`config.mk`:
```
export PLATFORM = sky130hd
export DESIGN_NAME = multdiv_ctrl
export DESIGN_NICKNAME = d
export VERILOG_FILES = /design/src/rtl/multdiv_ctrl.sv
export SDC_FILE = /design/constraint.sdc
export NUM_CORES = 1
export LEC_CHECK = 0
export CELL_PAD_IN_SITES_DETAIL_PLACEMENT = 1
export CELL_PAD_IN_SITES_GLOBAL_PLACEMENT = 1
export CORE_MARGIN = 3
export CORE_UTILIZATION = 34
export CTS_CLUSTER_SIZE = 28
export DETAILED_ROUTE_END_ITERATION = 12
export PLACE_DENSITY = 0.92
export SYNTH_ARGS = -nofsm -noshare
export SYNTH_HDL_FRONTEND = slang
export SYNTH_SLANG_ARGS = --single-unit
export TNS_END_PERCENT = 20
```
`constraint.sdc`:
```
create_clock -name clock -period 7.5 [get_ports clock]
set_clock_uncertainty 0.05 [all_clocks]
set_input_delay 1.125 -clock clock [delete_from_list [all_inputs] [get_ports clock]]
set_output_delay 1.125 -clock clock [all_outputs]
set_load 0.02 [all_outputs]
```
`src/rtl/multdiv_ctrl.sv`:
```
// Sequencer for the shared iterative mult/div unit: accepts an op from DX, starts the unit, holds the result for writeback.
// Optional op timeout enabled by defining MULTDIV_TIMEOUT_EN.
module multdiv_ctrl #(
  parameter int TIMEOUT_CYCLES = 40,
  parameter int CNT_W          = 6
) (
  input  logic        clock,
  input  logic        reset,
  input  logic [31:0] dx_ir,
  input  logic        dx_new,
  input  logic [31:0] dx_operand_a,
  input  logic [31:0] dx_operand_b,
  input  logic        flush,
  output logic        md_ctrl_mult,
  output logic        md_ctrl_div,
  output logic [31:0] md_operand_a,
  output logic [31:0] md_operand_b,
  input  logic [31:0] md_result,
  input  logic        md_exception,
  input  logic        md_result_rdy,
  input  logic        wb_ack,
  output logic        multdiv_is_running,
  output logic        multdiv_result_ready,
  output logic [31:0] result,
  output logic [4:0]  result_rd,
  output logic        result_exception
);

  typedef enum logic [2:0] {
    S_IDLE,
    S_ISSUE,
    S_BUSY,
    S_DRAIN,
    S_DONE
  } state_e;

  localparam logic [4:0]  EXC_RD       = 5'd30;
  localparam logic [31:0] EXC_MULT_VAL = 32'd4;
  localparam logic [31:0] EXC_DIV_VAL  = 32'd5;

  state_e      state_q;
  logic        op_div_q;
  logic [4:0]  rd_q;
  logic [31:0] opa_q, opb_q;
  logic        ctrl_mult_q, ctrl_div_q;
  logic        running_q, ready_q;
  logic [31:0] result_q, result_d;
  logic [4:0]  result_rd_q, result_rd_d;
  logic        result_exc_q, result_exc_d;

  logic is_mult, is_div, accept, timeout_hit;
  logic unused_ir_bits;

  assign is_mult = (dx_ir[31:27] == 5'b00000) && (dx_ir[6:2] == 5'b00110);
  assign is_div  = (dx_ir[31:27] == 5'b00000) && (dx_ir[6:2] == 5'b00111);
  assign accept  = (state_q == S_IDLE) && dx_new && (is_mult || is_div) && !flush;
  assign unused_ir_bits = ^{dx_ir[21:7], dx_ir[1:0]};

`ifdef MULTDIV_TIMEOUT_EN
  logic [CNT_W-1:0] cnt_q, cnt_d;

  assign cnt_d       = cnt_q + 1'b1;
  assign timeout_hit = (cnt_d == CNT_W'(TIMEOUT_CYCLES));

  // Counts cycles spent in ISSUE/BUSY/DRAIN; running_q is high exactly in those states.
  always_ff @(posedge clock or posedge reset) begin
    if (reset) begin
      cnt_q <= '0;
    end else if (accept) begin
      cnt_q <= '0;
    end else if (running_q) begin
      cnt_q <= cnt_d;
    end
  end
`else
  localparam int unused_timeout_cfg = TIMEOUT_CYCLES + CNT_W;
  assign timeout_hit = 1'b0;
`endif

  // A timeout (no ready pulse) is reported the same way as a unit exception.
  always_comb begin
    result_d     = md_result;
    result_rd_d  = rd_q;
    result_exc_d = 1'b0;
    if (!md_result_rdy || md_exception) begin
      result_d     = op_div_q ? EXC_DIV_VAL : EXC_MULT_VAL;
      result_rd_d  = EXC_RD;
      result_exc_d = 1'b1;
    end
  end

  always_ff @(posedge clock or posedge reset) begin
    if (reset) begin
      // NOTE: every register, including the data holding registers, is reset so outputs are 0 immediately.
      state_q      <= S_IDLE;
      op_div_q     <= 1'b0;
      rd_q         <= '0;
      opa_q        <= '0;
      opb_q        <= '0;
      ctrl_mult_q  <= 1'b0;
      ctrl_div_q   <= 1'b0;
      running_q    <= 1'b0;
      ready_q      <= 1'b0;
      result_q     <= '0;
      result_rd_q  <= '0;
      result_exc_q <= 1'b0;
    end else begin
      // NOTE: start pulses default low so they can only be high for the single ISSUE cycle.
      ctrl_mult_q <= 1'b0;
      ctrl_div_q  <= 1'b0;
      case (state_q)
        S_IDLE: begin
          if (accept) begin
            state_q     <= S_ISSUE;
            op_div_q    <= is_div;
            rd_q        <= dx_ir[26:22];
            opa_q       <= dx_operand_a;
            opb_q       <= dx_operand_b;
            ctrl_mult_q <= is_mult;
            ctrl_div_q  <= is_div;
            running_q   <= 1'b1;
          end
        end
        S_ISSUE: begin
          state_q <= flush ? S_DRAIN : S_BUSY;
        end
        S_BUSY: begin
          if (flush) begin
            if (md_result_rdy || timeout_hit) begin
              state_q   <= S_IDLE;
              running_q <= 1'b0;
            end else begin
              state_q <= S_DRAIN;
            end
          end else if (md_result_rdy || timeout_hit) begin
            state_q      <= S_DONE;
            running_q    <= 1'b0;
            ready_q      <= 1'b1;
            result_q     <= result_d;
            result_rd_q  <= result_rd_d;
            result_exc_q <= result_exc_d;
          end
        end
        S_DRAIN: begin
          if (md_result_rdy || timeout_hit) begin
            state_q   <= S_IDLE;
            running_q <= 1'b0;
          end
        end
        S_DONE: begin
          if (wb_ack) begin
            state_q <= S_IDLE;
            ready_q <= 1'b0;
          end
        end
        default: begin
          state_q   <= S_IDLE;
          running_q <= 1'b0;
          ready_q   <= 1'b0;
        end
      endcase
    end
  end

  assign md_ctrl_mult         = ctrl_mult_q;
  assign md_ctrl_div          = ctrl_div_q;
  assign md_operand_a         = opa_q;
  assign md_operand_b         = opb_q;
  assign multdiv_is_running   = running_q;
  assign multdiv_result_ready = ready_q;
  assign result               = result_q;
  assign result_rd            = result_rd_q;
  assign result_exception     = result_exc_q;

endmodule

```
### Yosys cells after proc, flatten, opt, wreduce, memory -nomap -nowiden

Cells that the tools add are included.

* register bits: 115
* input bits: 135
* output and inout bits: 106
* logic and storage cells: 70

* equal/unequal tests: 13
* mux-type cells: 23
* bitwise gates (word level): 3
* reduce and logical (&&, ||, !) cells: 19

Operators with widths (number)
* $mux W32: 1
* $mux W3: 5
* $pmux W3 S5: 1
* $mux W1: 12
* $eq A5 B3 Y1 const B: 2
* $ne A2 B2 Y1 const B: 5
* $reduce_and A4 Y1: 2
* $eq A3 B2 Y1 const B: 2
* $pmux W1 S3: 2
* $reduce_and A3 Y1: 2
* $logic_and A1 B1 Y1: 5
* $logic_not A5 Y1: 1
* $mux W5: 1
* $reduce_or A2 Y1: 2
* $eq A3 B1 Y1 const B: 1
* $eq A3 B3 Y1 const B: 1
* $logic_not A3 Y1: 1
* $ne A3 B3 Y1 const B: 1
* $not A1 Y1: 3
* $reduce_or A3 Y1: 1
* $logic_not A1 Y1: 2
* $logic_or A1 B1 Y1: 2
* $mux W2: 1
* $ne A2 B1 Y1 const B: 1
* $reduce_and A2 Y1: 1

### Longest topological paths before layout

Gate-level depths: netlist of the first run.

* depth after elaboration: 7
* gate-level depth with buffers: 6
* depth with buffers taken out: 3

### Least setup slack after synthesis of the first run

Ideal clock, no wire load.

* path type: in2reg
* from: input dx_ir[27]
* to: register opa_q[0], in the netlist md_operand_a[0]
* library setup time: 0.125 ns
* arrival time: 2.765 ns
* data required time: 7.325 ns
* path slack: 4.560 ns
* stages: 4
* buffers on the path: 1
* path through: or4_4 > nor4_4 > buf_6 > mux2_4

* cells in the longest elaborated chain, start to end: 6
* elaborated cells between the ends (all ways): 7
* classes of those cells: reduce/logical (7)

RTL lines
* start: declaration: RTL line 9 `input logic [31:0] dx_ir,`
* $logic_not A5 Y1 *: RTL line 54, 55
* $logic_and A1 B1 Y1 (on tied branches): RTL line 54, 55
* $logic_or A1 B1 Y1 *: RTL line 56 `assign accept = (state_q == S_IDLE) && dx_new && (is_mult || is_div) && !flush;`
* $logic_and A1 B1 Y1 * (2 in a row): RTL line 56
* $reduce_and A2 Y1 (no line) *
* end signal: assignment: RTL line 117 `opa_q <= dx_operand_a;`
* end: declaration: RTL line 44 `logic [31:0] opa_q, opb_q;`

Every way passes the cells marked *; elsewhere a longest branch is shown, timed or not.
A chain may end at the register's enable or synchronous reset.

### Final worst setup path of the first run

* from: input flush
* to: register opb_q[25], in the netlist md_operand_b[25]

* cells in the longest elaborated chain, start to end: 3

RTL lines
* start: declaration: RTL line 13 `input logic flush,`
* $logic_not A1 Y1: RTL line 56
* $logic_and A1 B1 Y1: RTL line 56
* $reduce_and A2 Y1 (no line)
* end signal: assignment: RTL line 118 `opb_q <= dx_operand_b;`
* end: declaration: RTL line 44

No other way between the ends.

==> run metrics, run 1 <==
status complete, no violations; DR WL met2 a little over 7000 um; #FFs+latches synth roughly 120; fin crit share 47.3%; area leader, netlist dfrtp_1; final wirelength 13,800 um; crit path from flush; Slew headroom around 48%; max cap viols 0; CTS tree yes; DRT iter0 DRCs 116; Hold Buf Count CTS 0; # DRC 0; Max Slew Vio Count 0; top cell type's share of synthesized area between 50% and 60%; Worst-Skew Late Latency about 400 ps; Storage cell area 2880 um2; largest family of logic cells by synthesized area multiplexers; site row count between 40 and 50; post-cts sizing count 0; worst r2r dst md_operand_b[25]; Worst Path Arrival 3780 ps; routed len/inst ~19 um; endpoints failing setup 0; post-synthesis cell type count 28; post-synthesis adder-cell area fraction 0%; Fin. Hold Viols 0; clk root buf clkbuf_16; Worst Hold End rd_q[0]; Seq/Total Area, Yosys between 50% and 60%; Routed Antenna Nets 0; Buffers on Ports about 220; RSZ-0062 raised after global routing no; Worst R2R Path Depth 4; Avg Cell Area, Syn between 15 and 20 um2; top layer in use met4; vias in the first global route between 4,000 and 5,000; Area Overhead vs Synth 61.1%; Antenna diodes 0; pin count of the biggest net entering global routing 66; HP Start rd_q[0]; GP Congestion 0.740; area of the multi-input gates around 1900 um2; Post-Synth XOR/XNOR Area 0%; share of layout cells above drive strength 1 25.9%; Synthesis Warnings 0; number of CTS-inserted buffers 17; Hold Crit Class reg2reg; fmax 282 MHz; metal3 WL 1000 um; post-synthesis mux area share ~30%; total gr overflow 0; maximum clock path buffer count 2; Initial DRT Pass Iterations 5; CORE AREA roughly 14,000 um2; complex-gate fraction of the synthesized area about 1.1%; Crit Path Max Fanout 65; first-pass GRT wire length 21,900 um; Nets between 600 and 700; clk sink count between 100 and 150; DR vias/cell around 4.7; gr usage total 17.7%; DIE HEIGHT 126 um; WHS Path Cells 1; DP Wirelength roughly 10,000 um; Post-Synth Simple-Gate Area under 10%; I/O pin cnt between 200 and 250; initial core utilization between 30% and 40%; FF-to-FF Start state_q[0]; Period minus WS final between 3000 and 4000 ps; WP data required about 7700 ps; H-tree levels 4; leakage 3.47 nW; Setup CP Type in2reg; VDD IR-drop max approximately 0.00012 V; Fillers about 1,400; R2R setup slack just under 5000 ps; dominant cells by area after synthesis dfrtp_1 (59%), mux2_4 (21%), mux2_2 (7.8%); Finished Cell Area a little under 8000 um2; PwrDens ~270 nW/um2; total chip power around 2.1 mW; CP startpoint kind input port; Die Wd roughly 130 um; Worst setup EP type flop; Via Count around 3,400; Synth Instances 312; post-CTS setup buffers 0; M1 WL between 5000 and 6000 um; Placed Area around 7300 um2; Die ar. approximately 16,000 um2; Syn Nets between 400 and 500; final setup TNS 0 ps; slew at the pin with the worst max-slew slack 776 ps; Reg clk slew, reported paths about 50 ps; initial antenna violation count 0; Synth Cell Area about 5000 um2
## area by class of cell
| type | count | area share [%] |
|---|---|---|
| Sequential cell | 115 | 36.4 |
| Inverter | 7 | 0.364 |
| Multi-Input combinational cell | 174 | 23.9 |
| Timing Repair Buffer | 227 | 28.7 |
| Tap cell | 180 | 2.85 |
| Clock buffer | 20 | 5.77 |
| Clock inverter | 12 | 1.98 |
## synthesized netlist by cell type (all sizes together)
cell and instances:
nand2 1, and2 1, nand2b 1, a21oi 3, or3b 1, or4bb 1, o21bai 1, o31ai 1
mux2i 5, dfrtp 115, clkbuf 5, or3 2, nor4 4, o22a 1, inv 7, or4 1
nor2 10, o21ai 2, mux2 104, buf 11, nor2b 33, and3 1, a31oi 1
## critical path: stages
cell and delay [ps]:
clkdlybuf4s50_1 480, or3b_2 570, nor4_4 720, buf_12 490, mux2_4 350
## flip-flops by register name (all words and copies together), names as in the netlist, 3 cells and up
register / count
md_operand_a: 32
md_operand_b: 32
rd_q: 5
result: 32
result_rd: 5
state_q: 3
## worst max path at each step
| stage | slack (ps) | end | cells after the start |
|---|---|---|---|
| after detailed placement | 3540 | md_operand_b[10] | 5 |
| final | 3960 | md_operand_b[25] | 5 |
| after CTS | 3980 | md_operand_b[14] | 5 |
| after global placement | 3580 | md_operand_a[27] | 5 |
| after floorplan | 3280 | md_ctrl_div | 1 |
| after global routing | 3870 | md_operand_b[14] | 5 |
## where the power goes
group	total, mW	internal (mW)	switching [mW]
Clock	0.824	0.539	0.285
Sequential	0.776	0.714	0.0616
Combinational	0.519	0.286	0.233
## cell usage in the layout, fill, tap and decap left out, drive strengths merged
| cell type | n |
|---|---|
| nand2b | 1 |
| o22a | 1 |
| dfrtp | 115 |
| bufinv | 3 |
| mux2 | 104 |
| o21bai | 1 |
| inv | 7 |
| clkinv | 2 |
| and2 | 1 |
| and3 | 1 |
| nand2 | 1 |
| nor2b | 33 |
| a31oi | 1 |
| o31ai | 1 |
| or4bb | 1 |
| nor4 | 4 |
| or3b | 1 |
| or4 | 1 |
| buf | 4 |
| o21ai | 2 |
| clkdlybuf4s50 | 223 |
| clkbuf | 20 |
| a21oi | 3 |
| nor2 | 10 |
| mux2i | 5 |
| or3 | 2 |
| clkinvlp | 7 |
## through the flow
step	setup WS (ps)	hold WS, ps	instances	util [%]
after floorplan	3280	424	312	-
after global placement	3580	439	703	52.2
after detailed placement	3540	435	703	52.2
after CTS	3980	454	735	56.6
after global routing	3870	466	735	56.6
final	3960	451	735	56.6
## per-layer routing
layer | up-vias | GRT usage, %
li1 | 1536 | -
met5 | - | 0
met4 | 0 | 6.18
met3 | 21 | 7.00
met2 | 157 | 30.8
met1 | 1725 | 19.6
## cells by family (layout without fill, tap and decap cells)
kind of cell | count (synthesis) | after routing
buf+inv | 23 | 266
compound gates | 9 | 9
simple gates | 56 | 56
mux | 109 | 109
flops | 115 | 115
(Power assumes the default switching activity.)
==> inputs of run 2 (changes only) <==
CORE_UTILIZATION = 32   (was 34)
PLACE_DENSITY = 0.87   (was 0.92)
clock period = 3.3 ns   (was 7.5 ns; I/O delays follow)
==> run metrics, run 2 (synthesized netlist as in run 1, its figures left out) <==
routed len/inst 18.4 um (was 18.7 um); initial core utilization 33.3% (was 35.1%); Fin. Hold Viols 0 (unchanged); CTS tree yes (unchanged); top layer in use met4 (unchanged); fin crit share 78.5%; total gr overflow 0 (unchanged); RSZ-0062 raised after global routing no (unchanged); Worst setup EP type flop (unchanged); GP Congestion 0.770 (was 0.740); fin util 53.5% (was 56.6%); Buffers on Ports 223 (unchanged); clk sink count 115 (unchanged); M1 WL 5460 um (was 5290 um); Reg clk slew, reported paths 60 ps (was 50 ps); Initial DRT Pass Iterations 3 (was 5); Via Count 3,389 (was 3,439); Area Overhead vs Synth 60.7% (was 61.1%); critical-path cell list clkdlybuf4s50_1, or3b_2, nor4_4, buf_12, mux2_4 (unchanged); endpoints failing setup 0 (unchanged); DP Wirelength 9670 um (was 10,100 um); post-CTS setup buffers 0 (unchanged); DR vias/cell 4.58 (was 4.68); commonest non-fill, non-tap cell in the layout clkdlybuf4s50_1 (unchanged); # DRC 0 (unchanged); pin count of the biggest net entering global routing 116 (was 66); Finished Cell Area 7900 um2 (was 7920 um2); post-cts sizing count 0 (unchanged); Period minus WS final around 2600 ps; Nets 678 (was 677); Die Wd 130 um (was 126 um); maximum clock path buffer count 2 (unchanged); DRT iter0 DRCs 91 (was 116); DIE HEIGHT 130 um (was 126 um); H-tree levels 4 (unchanged); Antenna diodes 0 (unchanged); I/O pin cnt 241 (unchanged); Die ar. 16,900 um2 (was 15,900 um2); VDD IR-drop max 0.000302 V (was 0.000120 V); initial antenna violation count 0 (unchanged); PwrDens 594 nW/um2 (was 268 nW/um2); Fillers 1,447 (was 1,364); Placed Area 7330 um2 (was 7300 um2); metal3 WL 936 um (was 1000 um); Slew headroom 59.7% (was 47.9%); Routed Antenna Nets 0 (unchanged); Worst-Skew Late Latency 400 ps (about the same); final setup TNS 0 ps (unchanged); Worst Path Arrival 2820 ps (was 3780 ps); DR WL met2 6900 um (was 7260 um); CP startpoint kind input port (unchanged); first-pass GRT wire length 21,300 um (was 21,900 um); fmax a little under 400 MHz; vias in the first global route 3,955 (was 4,081); area of the multi-input gates 1900 um2 (unchanged); Hold Buf Count CTS 0 (unchanged); Hold Crit Class reg2reg (unchanged); Setup CP Type in2reg (unchanged); final wirelength 13,600 um (was 13,800 um); gr usage total 16.5% (was 17.7%); max incr delay on CP 560 ps (was 720 ps); WP data required 3530 ps (was 7730 ps); status complete, no violations (unchanged); Storage cell area 2880 um2 (unchanged); leakage 3.47 nW (about the same); Max Slew Vio Count 0 (unchanged); slew at the pin with the worst max-slew slack 605 ps (was 776 ps); number of CTS-inserted buffers 17 (unchanged); max cap viols 0 (unchanged); most frequent cells in the layout clkdlybuf4s50_1 (223), dfrtp_1 (115), mux2_4 (70) (unchanged); CORE AREA 14,800 um2 (was 14,000 um2); CP max stage cell or3b_2 (was nor4_4); site row count 44 (was 43); clk root buf clkbuf_16 (unchanged); share of layout cells above drive strength 1 25.7% (was 25.9%); Crit Path Max Fanout 68 (was 65)
==> run 2: where the power goes <==
part           switching [mW]  leakage, nW  total [mW]  internal, mW
Clock                   0.625        0.272        1.74          1.11
Sequential              0.138         1.55        1.76          1.62
Combinational           0.539         1.65        1.19         0.652
==> run 2: critical path, delay by kind of cell <==
kind / cells / cell delay [ps]
muxes: 1 / 360
buffers and inverters: 2 / 900
and+or+nand+nor: 2 / 940
==> run 2: path summary, 6_finish.rpt <==
kind                            slack, ps       start                  to  cells after the start
worst max-delay path                  710       flush    md_operand_a[20]                      5
worst min-delay path                  460  result[13]          result[13]                      1
worst max register to register       1060  state_q[0]    md_operand_a[20]                      4
worst min register to register        460  result[13]          result[13]                      1
max in group asynchronous            2180       reset  multdiv_is_running                      3
min in group asynchronous             580       reset    md_operand_a[19]                      3
==> run 2: area by class of cell <==
cell class,count,share of cell area [%]
repair buffers,228,29.1
clock inverters,8,0.967
multi-input cells,174,24.0
clock buffers,24,6.23
flip-flops and latches,115,36.4
inverters,7,0.380
well taps,184,2.92
==> run 2: layer usage <==
layer	vias to the layer above	track usage, %
li1	1533	-
met1	1695	19.3
met2	140	28.0
met3	21	5.32
met4	0	7.09
met5	-	0
==> run 2: stage by stage <==
stage / hold WS, ps / worst slack [ps] / total power, mW / instances
floorplan: 424 / 990 / 2.33 / 312
finish: 456 / 710 / 4.69 / 740
CTS: 458 / 743 / 4.77 / 740
global route: 470 / 634 / 4.93 / 740
global placement: 438 / 364 / 2.94 / 708
detailed placement: 444 / 319 / 2.99 / 708
==> inputs of run 3 (changes only) <==
CORE_UTILIZATION = 29   (was 32)
PLACE_DENSITY = 0.84   (was 0.87)
clock period = 2.3 ns   (was 3.3 ns; I/O delays follow)
==> run metrics, run 3 (synthesized netlist as in run 1, its figures left out) <==
CTS tree yes (unchanged); WP data required 2540 ps (was 3530 ps); PwrDens 837 nW/um2 (was 594 nW/um2); DRT iter0 DRCs 78 (was 91); number of CTS-inserted buffers 17 (unchanged); Worst R2R Path Depth 5 (was 4); final wirelength 13,800 um (was 13,600 um); clk root buf clkbuf_16 (unchanged); share of layout cells above drive strength 1 28.1% (was 25.7%); commonest non-fill, non-tap cell in the layout clkdlybuf4s50_1 (unchanged); Die Wd 136 um (was 130 um); Period minus WS final roughly 2200 ps; Reg clk slew, reported paths 50 ps (was 60 ps); fmax roughly 460 MHz; endpoints failing setup 0 (unchanged); total gr overflow 0 (unchanged); Hold Crit Class in2async (was reg2reg); slew at the pin with the worst max-slew slack 612 ps (was 605 ps); Buffers on Ports 223 (unchanged); Placed Area 7580 um2 (was 7330 um2); initial core utilization 30.3% (was 33.3%); Fin. Hold Viols 0 (unchanged); final setup TNS 0 ps (unchanged); Setup CP Type in2reg (unchanged); Crit Path Max Fanout 14 (was 68); worst hold slack 437 ps (was 456 ps); Hold Buf Count CTS 0 (unchanged); Via Count 3,444 (was 3,389); Max Slew Vio Count 0 (unchanged); Fillers 1,619 (was 1,447); pin count of the biggest net entering global routing 116 (unchanged); DR vias/cell 4.37 (was 4.58); worst r2r dst md_operand_b[23] (was md_operand_a[20]); CORE AREA 16,200 um2 (was 14,800 um2); total chip power 6.82 mW (was 4.69 mW); max cap viols 0 (unchanged); most frequent cells in the layout clkdlybuf4s50_1 (223), dfrtp_1 (115), mux2_4 (70) (unchanged); Area Overhead vs Synth 66.0% (was 60.7%); Initial DRT Pass Iterations 4 (was 3); # DRC 0 (unchanged); first-pass GRT wire length 21,800 um (was 21,300 um); clk sink count 115 (unchanged); I/O pin cnt 241 (unchanged); leakage 3.57 nW (was 3.47 nW); H-tree levels 4 (unchanged); Finished Cell Area 8150 um2 (was 7900 um2); GP Congestion 0.721 (was 0.770); routed len/inst 17.5 um (was 18.4 um); Die ar. 18,500 um2 (was 16,900 um2); fin crit share a little over nine tenths; Antenna diodes 0 (unchanged); status complete, no violations (unchanged); vias in the first global route 4,025 (was 3,955); gr usage total 15.3% (was 16.5%); CP startpoint kind input port (unchanged); R2R setup slack 370 ps (was 1060 ps); Storage cell area 2880 um2 (unchanged); DIE HEIGHT 136 um (was 130 um); RSZ-0062 raised after global routing no (unchanged); maximum clock path buffer count 2 (unchanged); Worst Path Arrival 2400 ps (was 2820 ps); post-CTS setup buffers 0 (unchanged); site row count 46 (was 44); Worst setup EP type flop (unchanged); post-cts sizing count 0 (unchanged); Slew headroom 59.2% (was 59.7%); VDD IR-drop max 0.000483 V (was 0.000302 V); initial antenna violation count 0 (unchanged); FF-to-FF Start state_q[0] (unchanged); DP Wirelength 10,300 um (was 9670 um); area of the multi-input gates 1900 um2 (unchanged); Worst-Skew Late Latency 400 ps (about the same); Nets 694 (was 678); Routed Antenna Nets 0 (unchanged)
-- run 3: changes by cell type in the layout (fill, tap and decap cells not counted), sizes merged --
cell | before | now
bufinv | 1 | 2
clkinv | 4 | 5
clkinvlp | 4 | 6
clkbuf | 24 | 19
buf | 5 | 21
inv | 6 | 7
-- run 3: critical path, cell delays in order --
cell and delay, ps:
clkdlybuf4s50_1 420, or4_4 560, nor4_4 390, buf_12 200, buf_12 170, mux2_4 310
-- run 3: per-layer routing --
| metal | GRT usage, % | vias up | wire length (um) |
|---|---|---|---|
| met3 | 5.59 | 18 | 1040 |
| met4 | 5.32 | 0 | 203 |
| li1 | - | 1565 | - |
| met1 | 17.3 | 1716 | 5420 |
| met5 | 0 | - | 0 |
| met2 | 26.6 | 145 | 7160 |
-- run 3: layout make-up --
class | instances | share of cell area [%]
inverters | 7 | 0.368
multi-input cells | 174 | 23.2
clock buffers | 19 | 5.43
clock inverters | 13 | 1.66
well taps | 216 | 3.31
repair buffers | 244 | 30.7
flip-flops and latches | 115 | 35.3
-- run 3: worst max-delay path by stage --
stage,start,to
4_1_cts,dx_ir[27],md_operand_b[23]
2_1_floorplan,dx_ir[27],md_operand_a[0]
3_3_place_gp,dx_ir[4],md_operand_b[19]
3_5_place_dp,dx_ir[27],md_operand_b[28]
6_report,dx_ir[27],md_operand_b[23]
5_1_grt,dx_ir[27],md_operand_b[12]
-- run 3: through the flow --
stage               std cells  setup WS (ps)  util (%)
floorplan                 312            140         -
global placement          756           -289      46.7
detailed placement        756           -314      46.7
CTS                       788            115      50.2
global route              788           99.5      50.2
finish                    788            134      50.2
-- run 3: where the power goes --
group / switching [mW] / internal (mW)
Clock: 0.935 / 1.62
Sequential: 0.160 / 2.33
Combinational: 0.808 / 0.973
Total: 1.90 / 4.92
